`src/rtl/fft_pkg.sv`:
```
// Shared widths, complex-word packing and fixed-point helpers for the FFT datapath.
// Helpers operate on 64-bit signed intermediates; callers narrow with explicit casts.
package fft_pkg;

  localparam int unsigned DATA_W_DEF = 16;
  localparam int unsigned TW_W_DEF   = 16;
  localparam int unsigned WIDE_W     = 64;

  typedef logic signed [WIDE_W-1:0] wide_t;
  typedef logic        [WIDE_W-1:0] word_t;

  typedef struct packed {
    wide_t val;
    logic  clip;
  } sat_t;

  // {re, im} packing; each component is truncated to w bits, real in the upper half.
  function automatic word_t cpack(input wide_t re, input wide_t im, input int unsigned w);
    word_t mask;
    mask = (word_t'(1) << w) - word_t'(1);
    return ((word_t'(re) & mask) << w) | (word_t'(im) & mask);
  endfunction

  function automatic wide_t cunpack_re(input word_t word, input int unsigned w);
    wide_t t;
    t = wide_t'(word << (WIDE_W - 2 * w));
    return t >>> (WIDE_W - w);
  endfunction

  function automatic wide_t cunpack_im(input word_t word, input int unsigned w);
    wide_t t;
    t = wide_t'(word << (WIDE_W - w));
    return t >>> (WIDE_W - w);
  endfunction

  // Round half up, then arithmetic shift right by n.
  function automatic wide_t round_shift(input wide_t v, input int unsigned n);
    if (n == 0) return v;
    return (v + (wide_t'(1) <<< (n - 1))) >>> n;
  endfunction

  function automatic sat_t sat(input wide_t v, input int unsigned w);
    sat_t  res;
    wide_t hi;
    wide_t lo;
    hi       = (wide_t'(1) <<< (w - 1)) - wide_t'(1);
    lo       = -(wide_t'(1) <<< (w - 1));
    res.clip = (v > hi) || (v < lo);
    res.val  = (v > hi) ? hi : ((v < lo) ? lo : v);
    return res;
  endfunction

endpackage

```
`src/rtl/cmul_round.sv`:
```
// Two-stage complex multiply W*B: full-precision partial products, then rounded
// recombination into DATA_W+2-bit real/imag. Both stages move only on adv_i.
module cmul_round
  import fft_pkg::*;
#(
  parameter int unsigned DATA_W = DATA_W_DEF,
  parameter int unsigned TW_W   = TW_W_DEF
) (
  input  logic                     clk,
  input  logic                     rst_n,
  input  logic                     adv_i,
  input  logic [2*DATA_W-1:0]      b_i,
  input  logic [2*TW_W-1:0]        w_i,
  output logic signed [DATA_W+1:0] wbr_o,
  output logic signed [DATA_W+1:0] wbi_o
);

  localparam int unsigned P_W  = DATA_W + TW_W;
  localparam int unsigned R_W  = DATA_W + 1;
  localparam int unsigned WB_W = DATA_W + 2;

  logic signed [DATA_W-1:0] br, bi;
  logic signed [TW_W-1:0]   wr, wi;
  logic signed [P_W-1:0]    p1_d, p2_d, p3_d, p4_d;
  logic signed [P_W-1:0]    p1_q, p2_q, p3_q, p4_q;
  logic signed [R_W-1:0]    r1, r2, r3, r4;
  logic signed [WB_W-1:0]   wbr_d, wbi_d, wbr_q, wbi_q;

  always_comb begin
    br   = DATA_W'(cunpack_re(word_t'(b_i), DATA_W));
    bi   = DATA_W'(cunpack_im(word_t'(b_i), DATA_W));
    wr   = TW_W'(cunpack_re(word_t'(w_i), TW_W));
    wi   = TW_W'(cunpack_im(word_t'(w_i), TW_W));
    p1_d = P_W'(wr) * P_W'(br);
    p2_d = P_W'(wi) * P_W'(bi);
    p3_d = P_W'(wi) * P_W'(br);
    p4_d = P_W'(wr) * P_W'(bi);
  end

  // The extra rounded bit keeps (-1)*(-1) = +1 representable.
  always_comb begin
    r1    = R_W'(round_shift(wide_t'(p1_q), TW_W - 1));
    r2    = R_W'(round_shift(wide_t'(p2_q), TW_W - 1));
    r3    = R_W'(round_shift(wide_t'(p3_q), TW_W - 1));
    r4    = R_W'(round_shift(wide_t'(p4_q), TW_W - 1));
    wbr_d = WB_W'(r1) - WB_W'(r2);
    wbi_d = WB_W'(r3) + WB_W'(r4);
  end

  always_ff @(posedge clk or negedge rst_n) begin
    if (!rst_n) begin
      p1_q  <= '0;
      p2_q  <= '0;
      p3_q  <= '0;
      p4_q  <= '0;
      wbr_q <= '0;
      wbi_q <= '0;
    end else if (adv_i) begin
      p1_q  <= p1_d;
      p2_q  <= p2_d;
      p3_q  <= p3_d;
      p4_q  <= p4_d;
      wbr_q <= wbr_d;
      wbi_q <= wbi_d;
    end
  end

  assign wbr_o = wbr_q;
  assign wbi_o = wbi_q;

endmodule

```
`src/rtl/fft_butterfly_pipe.sv`:
```
// Pipelined radix-2 DIT butterfly: sum = A + W*B, diff = A - W*B, with rounding,
// optional /2 scaling, output saturation and a sticky overflow flag.
module fft_butterfly_pipe
  import fft_pkg::*;
#(
  parameter int unsigned DATA_W = DATA_W_DEF,
  parameter int unsigned TW_W   = TW_W_DEF
) (
  input  logic                clk,
  input  logic                rst_n,
  input  logic                in_valid,
  output logic                in_ready,
  input  logic [2*DATA_W-1:0] in_a,
  input  logic [2*DATA_W-1:0] in_b,
  input  logic [2*TW_W-1:0]   in_w,
  input  logic                in_scale,
  output logic                out_valid,
  input  logic                out_ready,
  output logic [2*DATA_W-1:0] out_sum,
  output logic [2*DATA_W-1:0] out_diff,
  output logic                ovf,
  input  logic                ovf_clr
);

  localparam int unsigned PAY_W = 2 * DATA_W;
  localparam int unsigned WB_W  = DATA_W + 2;
  localparam int unsigned S_W   = DATA_W + 3;

  logic                  advance;
  logic                  v1_q, v2_q, out_valid_q;
  logic [PAY_W-1:0]      a1_q, a2_q;
  logic                  sc1_q, sc2_q;
  logic signed [WB_W-1:0] wbr, wbi;
  logic signed [S_W-1:0] a_re, a_im, wb_re, wb_im;
  logic signed [S_W-1:0] s_c [4];
  sat_t                  r_c [4];
  logic                  clip_any;
  logic [PAY_W-1:0]      sum_d, diff_d, sum_q, diff_q;
  logic                  ovf_d, ovf_q;

  // The whole pipeline stalls only when a valid result is not being taken.
  assign advance  = !out_valid_q || out_ready;
  assign in_ready = advance;

  cmul_round #(
    .DATA_W (DATA_W),
    .TW_W   (TW_W)
  ) u_cmul (
    .clk   (clk),
    .rst_n (rst_n),
    .adv_i (advance),
    .b_i   (in_b),
    .w_i   (in_w),
    .wbr_o (wbr),
    .wbi_o (wbi)
  );

  // S3: combine, optional rounded halving, clip to DATA_W.
  always_comb begin
    a_re     = S_W'(cunpack_re(word_t'(a2_q), DATA_W));
    a_im     = S_W'(cunpack_im(word_t'(a2_q), DATA_W));
    wb_re    = S_W'(wbr);
    wb_im    = S_W'(wbi);
    s_c[0]   = a_re + wb_re;
    s_c[1]   = a_im + wb_im;
    s_c[2]   = a_re - wb_re;
    s_c[3]   = a_im - wb_im;
    clip_any = 1'b0;
    for (int k = 0; k < 4; k++) begin
      r_c[k]   = sat(sc2_q ? round_shift(wide_t'(s_c[k]), 1) : wide_t'(s_c[k]), DATA_W);
      clip_any = clip_any | r_c[k].clip;
    end
    sum_d  = PAY_W'(cpack(r_c[0].val, r_c[1].val, DATA_W));
    diff_d = PAY_W'(cpack(r_c[2].val, r_c[3].val, DATA_W));
  end

  // A saturating load takes priority over a same-cycle clear.
  always_comb begin
    ovf_d = ovf_q;
    if (ovf_clr) ovf_d = 1'b0;
    if (advance && v2_q && clip_any) ovf_d = 1'b1;
  end

  always_ff @(posedge clk or negedge rst_n) begin
    if (!rst_n) begin
      v1_q        <= 1'b0;
      v2_q        <= 1'b0;
      out_valid_q <= 1'b0;
      a1_q        <= '0;
      a2_q        <= '0;
      sc1_q       <= 1'b0;
      sc2_q       <= 1'b0;
      sum_q       <= '0;
      diff_q      <= '0;
      ovf_q       <= 1'b0;
    end else begin
      ovf_q <= ovf_d;
      if (advance) begin
        v1_q        <= in_valid;
        a1_q        <= in_a;
        sc1_q       <= in_scale;
        v2_q        <= v1_q;
        a2_q        <= a1_q;
        sc2_q       <= sc1_q;
        out_valid_q <= v2_q;
        if (v2_q) begin
          sum_q  <= sum_d;
          diff_q <= diff_d;
        end
      end
    end
  end

  assign out_valid = out_valid_q;
  assign out_sum   = sum_q;
  assign out_diff  = diff_q;
  assign ovf       = ovf_q;

endmodule

```
`config.mk`:
```
export PLATFORM = sky130hd
export DESIGN_NAME = fft_butterfly_pipe
export DESIGN_NICKNAME = d
export VERILOG_FILES = /design/src/rtl/fft_pkg.sv /design/src/rtl/cmul_round.sv /design/src/rtl/fft_butterfly_pipe.sv
export SDC_FILE = /design/constraint.sdc
export NUM_CORES = 2
export LEC_CHECK = 0
export CAP_MARGIN = 20
export CORE_MARGIN = 8
export CORE_UTILIZATION = 40
export DETAILED_ROUTE_END_ITERATION = 8
export HOLD_SLACK_MARGIN = 0.12
export PLACE_DENSITY = 0.6
export SLEW_MARGIN = 25
export SYNTH_ARGS = -nofsm -noshare
export SYNTH_HDL_FRONTEND = slang
export SYNTH_SLANG_ARGS = --single-unit
export TNS_END_PERCENT = 1
```
`constraint.sdc`:
```
create_clock -name clk -period 7.71 [get_ports clk]
set_clock_uncertainty 0.05 [all_clocks]
set_input_delay 1.542 -clock clk [delete_from_list [all_inputs] [get_ports clk]]
set_output_delay 1.542 -clock clk [all_outputs]
set_load 0.005 [all_outputs]
```
==> results.md <==
- Status: completed
- Vias in the first global route: about 46,000
- Via density per instance: roughly 5
- Share of cells above drive strength 1: about 11%
- Ant diodes: 0
- DP Area: 0.06369 sq mm
- # H-tree levels: 2
- Initial DRC Count: roughly 2,500
- Drt drc: 0
- CP Launch Point: in_b[1]
- CP Capture Type: flip-flop
- Crit Path Max Fanout: 10
- Final nets: between 8,000 and 9,000
- Most common cell after layout, fill and taps aside: inv_1
- TritonRoute pass-1 iters: 5
- Post-Syn Area: 0.05595 sq mm
- Worst rel slew slack: just under 40%
- Clock latency on the worst-skew pair: roughly 0.56 ns
- Worst R2R Setup Slack: about 2.3 ns
- PortBufs: approximately 170
- Warnings, synthesis: 0
- # rows: 137
- Syn Inst Count: around 6,500
- Synth Net Count: approximately 8,100
- Grt total ovfl: 0
- Most frequent cells in the layout: inv_1, fa_1, nand2_1, buf_4, and2_1
- Root Buffer Master: clkbuf_16
- Hold Vio Cnt, Final: 0
- Hold WC Path Type: reg -> reg
- Type of the worst setup path: in -> reg
- GPL Wtd Cong: around 0.9
- Data arrival, critical path: about 8.0 ns
- Unique masters post-synth: 98
- Clk sinks: approximately 240
- Area leader, netlist: fa_1
- Dpl hpwl: 132.1 mm
- Tcrit/Tclk final: between 90 and 100%
- IO Pins: between 150 and 200
- Core footprint: 0.1392 sq mm
- Initial Util: between 40% and 50%
- Total Wirelength: between 150 and 200 mm
- Average cell area after synthesis: roughly 8.6 sq um
- Critical Path Source Type: input port
- Initial antenna violation count: 5
- Synth area leaders: fa_1, dfrtp_1, ha_1, inv_1, nand2_1
- CTS clk-pin slew, worst paths: around 0.05 ns
- Design area: 0.06575 sq mm
- CTS max path bufs: 3
- Top_reg_cell synth: dfrtp_1
- Post-CTS Hold Fix Bufs: 0
- Die area: between 0.15 and 0.2 sq mm
- Detailed-route via count: about 44,000
- DRT antenna net count: 0
- First-pass GRT wire length: 250.5 mm
- Hold_sp: a1_q[20]
- CTS tree: yes
- Tmin final: 7.566 ns
- Max Slew Vio Count: 0
- Async SR Flop Fraction: between 90% and 100%
- GR Util All Layers: around a fifth
- Post-synth EDFFs: 0
- Yosys reg bits: about 240
- Layout area overhead: 17.52%
- Seq/Total Area, Yosys: between 10 and 15%
- Die Width: 390.0 um
- CTS buffer count: 34
- Final Setup Violations: 0
- DIE HEIGHT: a little under 400 um
- FF-to-FF Start: u_cmul.wbr_o[1]
- Routed len/inst: approximately 18 um
- Fmax: approximately 130 MHz
- Max Cap Viol: 0
- Worst EP required: a little over 8 ns
- Unrepaired setup endpoints after global routing: true
- Fill cells: between 10,000 and 15,000
- Synth top area share: 37.57%
- Largest net degree at the start of global routing: 140
- Worst slew pin tran: around 0.9 ns
[timing repair]
action | CTS | global route
pin swaps | 18 | 51
setup buffers | 5 | 24
gates resized for setup | 22 | 111
gates cloned | 0 | 2
setup endpoints to repair | 20 | 36
[path summary, 6_finish.rpt]
check,to,cells past startpoint
max,u_cmul.p2_q[28],27
min,a1_q[20],2
max reg2reg,ovf,13
min reg2reg,a1_q[20],2
max in group asynchronous,u_cmul.p3_q[23],2
min in group asynchronous,out_diff[28],1
[final cells by class]
class | count | area [sq um] | share of cell area, %
well taps | 1876 | 2347 | 3.570
clock buffers | 44 | 939.7 | 1.429
inverters | 1390 | 5223 | 7.943
clock inverters | 17 | 282.8 | 0.4300
repair buffers | 746 | 6925 | 10.53
flip-flops and latches | 242 | 6060 | 9.216
multi-input cells | 4547 | 43980 | 66.88
[cells in the mapped netlist, drive strengths merged (10+ instances only)]
| cell | number |
|---|---|
| nand3 | 98 |
| or4 | 10 |
| xor2 | 75 |
| o21ai | 177 |
| a211oi | 38 |
| a31oi | 28 |
| and2 | 429 |
| o31ai | 39 |
| or2 | 15 |
| nor3b | 14 |
| inv | 1387 |
| and3 | 33 |
| o21bai | 14 |
| clkbuf | 280 |
| nand4 | 26 |
| fa | 1050 |
| nor3 | 67 |
| ha | 430 |
| dfrtp | 242 |
| a21boi | 17 |
| o211ai | 19 |
| nor2 | 223 |
| nand2 | 966 |
| o21a | 25 |
| buf | 22 |
| nor4 | 18 |
| xnor2 | 154 |
| o311ai | 11 |
| a21o | 50 |
| o22a | 15 |
| nor2b | 40 |
| nand2b | 54 |
| or3 | 22 |
| a21oi | 221 |
[sequential cells by signal, summed over array words and instances (netlist names)]
| name | cells |
|---|---|
| a1_q | 32 |
| a2_q | 32 |
| out_diff | 32 |
| out_sum | 32 |
| out_valid | 1 |
| ovf | 1 |
| sc1_q | 1 |
| sc2_q | 1 |
| u_cmul.p1_q | 18 |
| u_cmul.p2_q | 18 |
| u_cmul.p3_q | 18 |
| u_cmul.p4_q | 18 |
| u_cmul.wbi_o | 18 |
| u_cmul.wbr_o | 18 |
| v1_q | 1 |
| v2_q | 1 |
[routing by layer]
| layer | routed length [um] | GRT usage, % | part of all wire, % | up-vias |
|---|---|---|---|---|
| met5 | 42 | 0 | 0.027 | - |
| met2 | 73470 | 34.37 | 47 | 1104 |
| met4 | 3998 | 4.514 | 2.6 | 6 |
| met3 | 8007 | 2.283 | 5.1 | 197 |
| li1 | - | - | - | 20850 |
| met1 | 70320 | 28.00 | 45 | 21900 |
[worst max-delay path, stage by stage]
cell,delay (ns)
clkdlybuf4s50_1,0.51
buf_12,0.16
buf_4,0.16
nand2_1,0.07
fa_1,0.50
inv_1,0.06
fa_1,0.47
inv_1,0.05
fa_1,0.50
inv_1,0.05
fa_1,0.46
fa_1,0.54
inv_1,0.05
fa_1,0.52
inv_1,0.06
ha_4,0.25
buf_4,0.13
nor2b_1,0.14
nor3_2,0.26
a21oi_4,0.11
o41ai_2,0.22
buf_4,0.17
o21ai_2,0.07
a41o_1,0.25
and3_4,0.22
o31a_1,0.23
o31ai_1,0.18
[cells by family (layout without fill, tap and decap cells)]
family / after synthesis / after routing / share of synthesized area [%]
fa+ha+maj: 1480 / 1480 / 47.18
xor+xnor: 229 / 229 / 3.611
flops: 242 / 242 / 10.82
compound gates: 781 / 781 / 9.303
buf+inv: 1692 / 2197 / 11.40
mux: 9 / 9 / 0.1632
simple gates: 2048 / 2048 / 17.51
[metrics by stage]
| step | TNS [ns] | instances | utilization (%) | hold WS [ns] | setup WS (ns) |
|---|---|---|---|---|---|
| 5_1_grt | -0.7591 | 8862 | 47.24 | 0.4324 | -0.1143 |
| 2_1_floorplan | -0.03592 | 6481 | - | 0.3886 | -0.02129 |
| 3_3_place_gp | -20.84 | 8770 | 45.75 | 0.4035 | -0.7688 |
| 3_5_place_dp | -24.87 | 8770 | 45.76 | 0.4062 | -0.9183 |
| 6_report | 0 | 8862 | 47.24 | 0.4143 | 0.1441 |
| 4_1_cts | -0.0001972 | 8836 | 46.71 | 0.4216 | -0.0001972 |
Power is left out: the tool's default activity adds up to more than one toggle a clock period on the data nets, which glitch-free logic cannot reach.
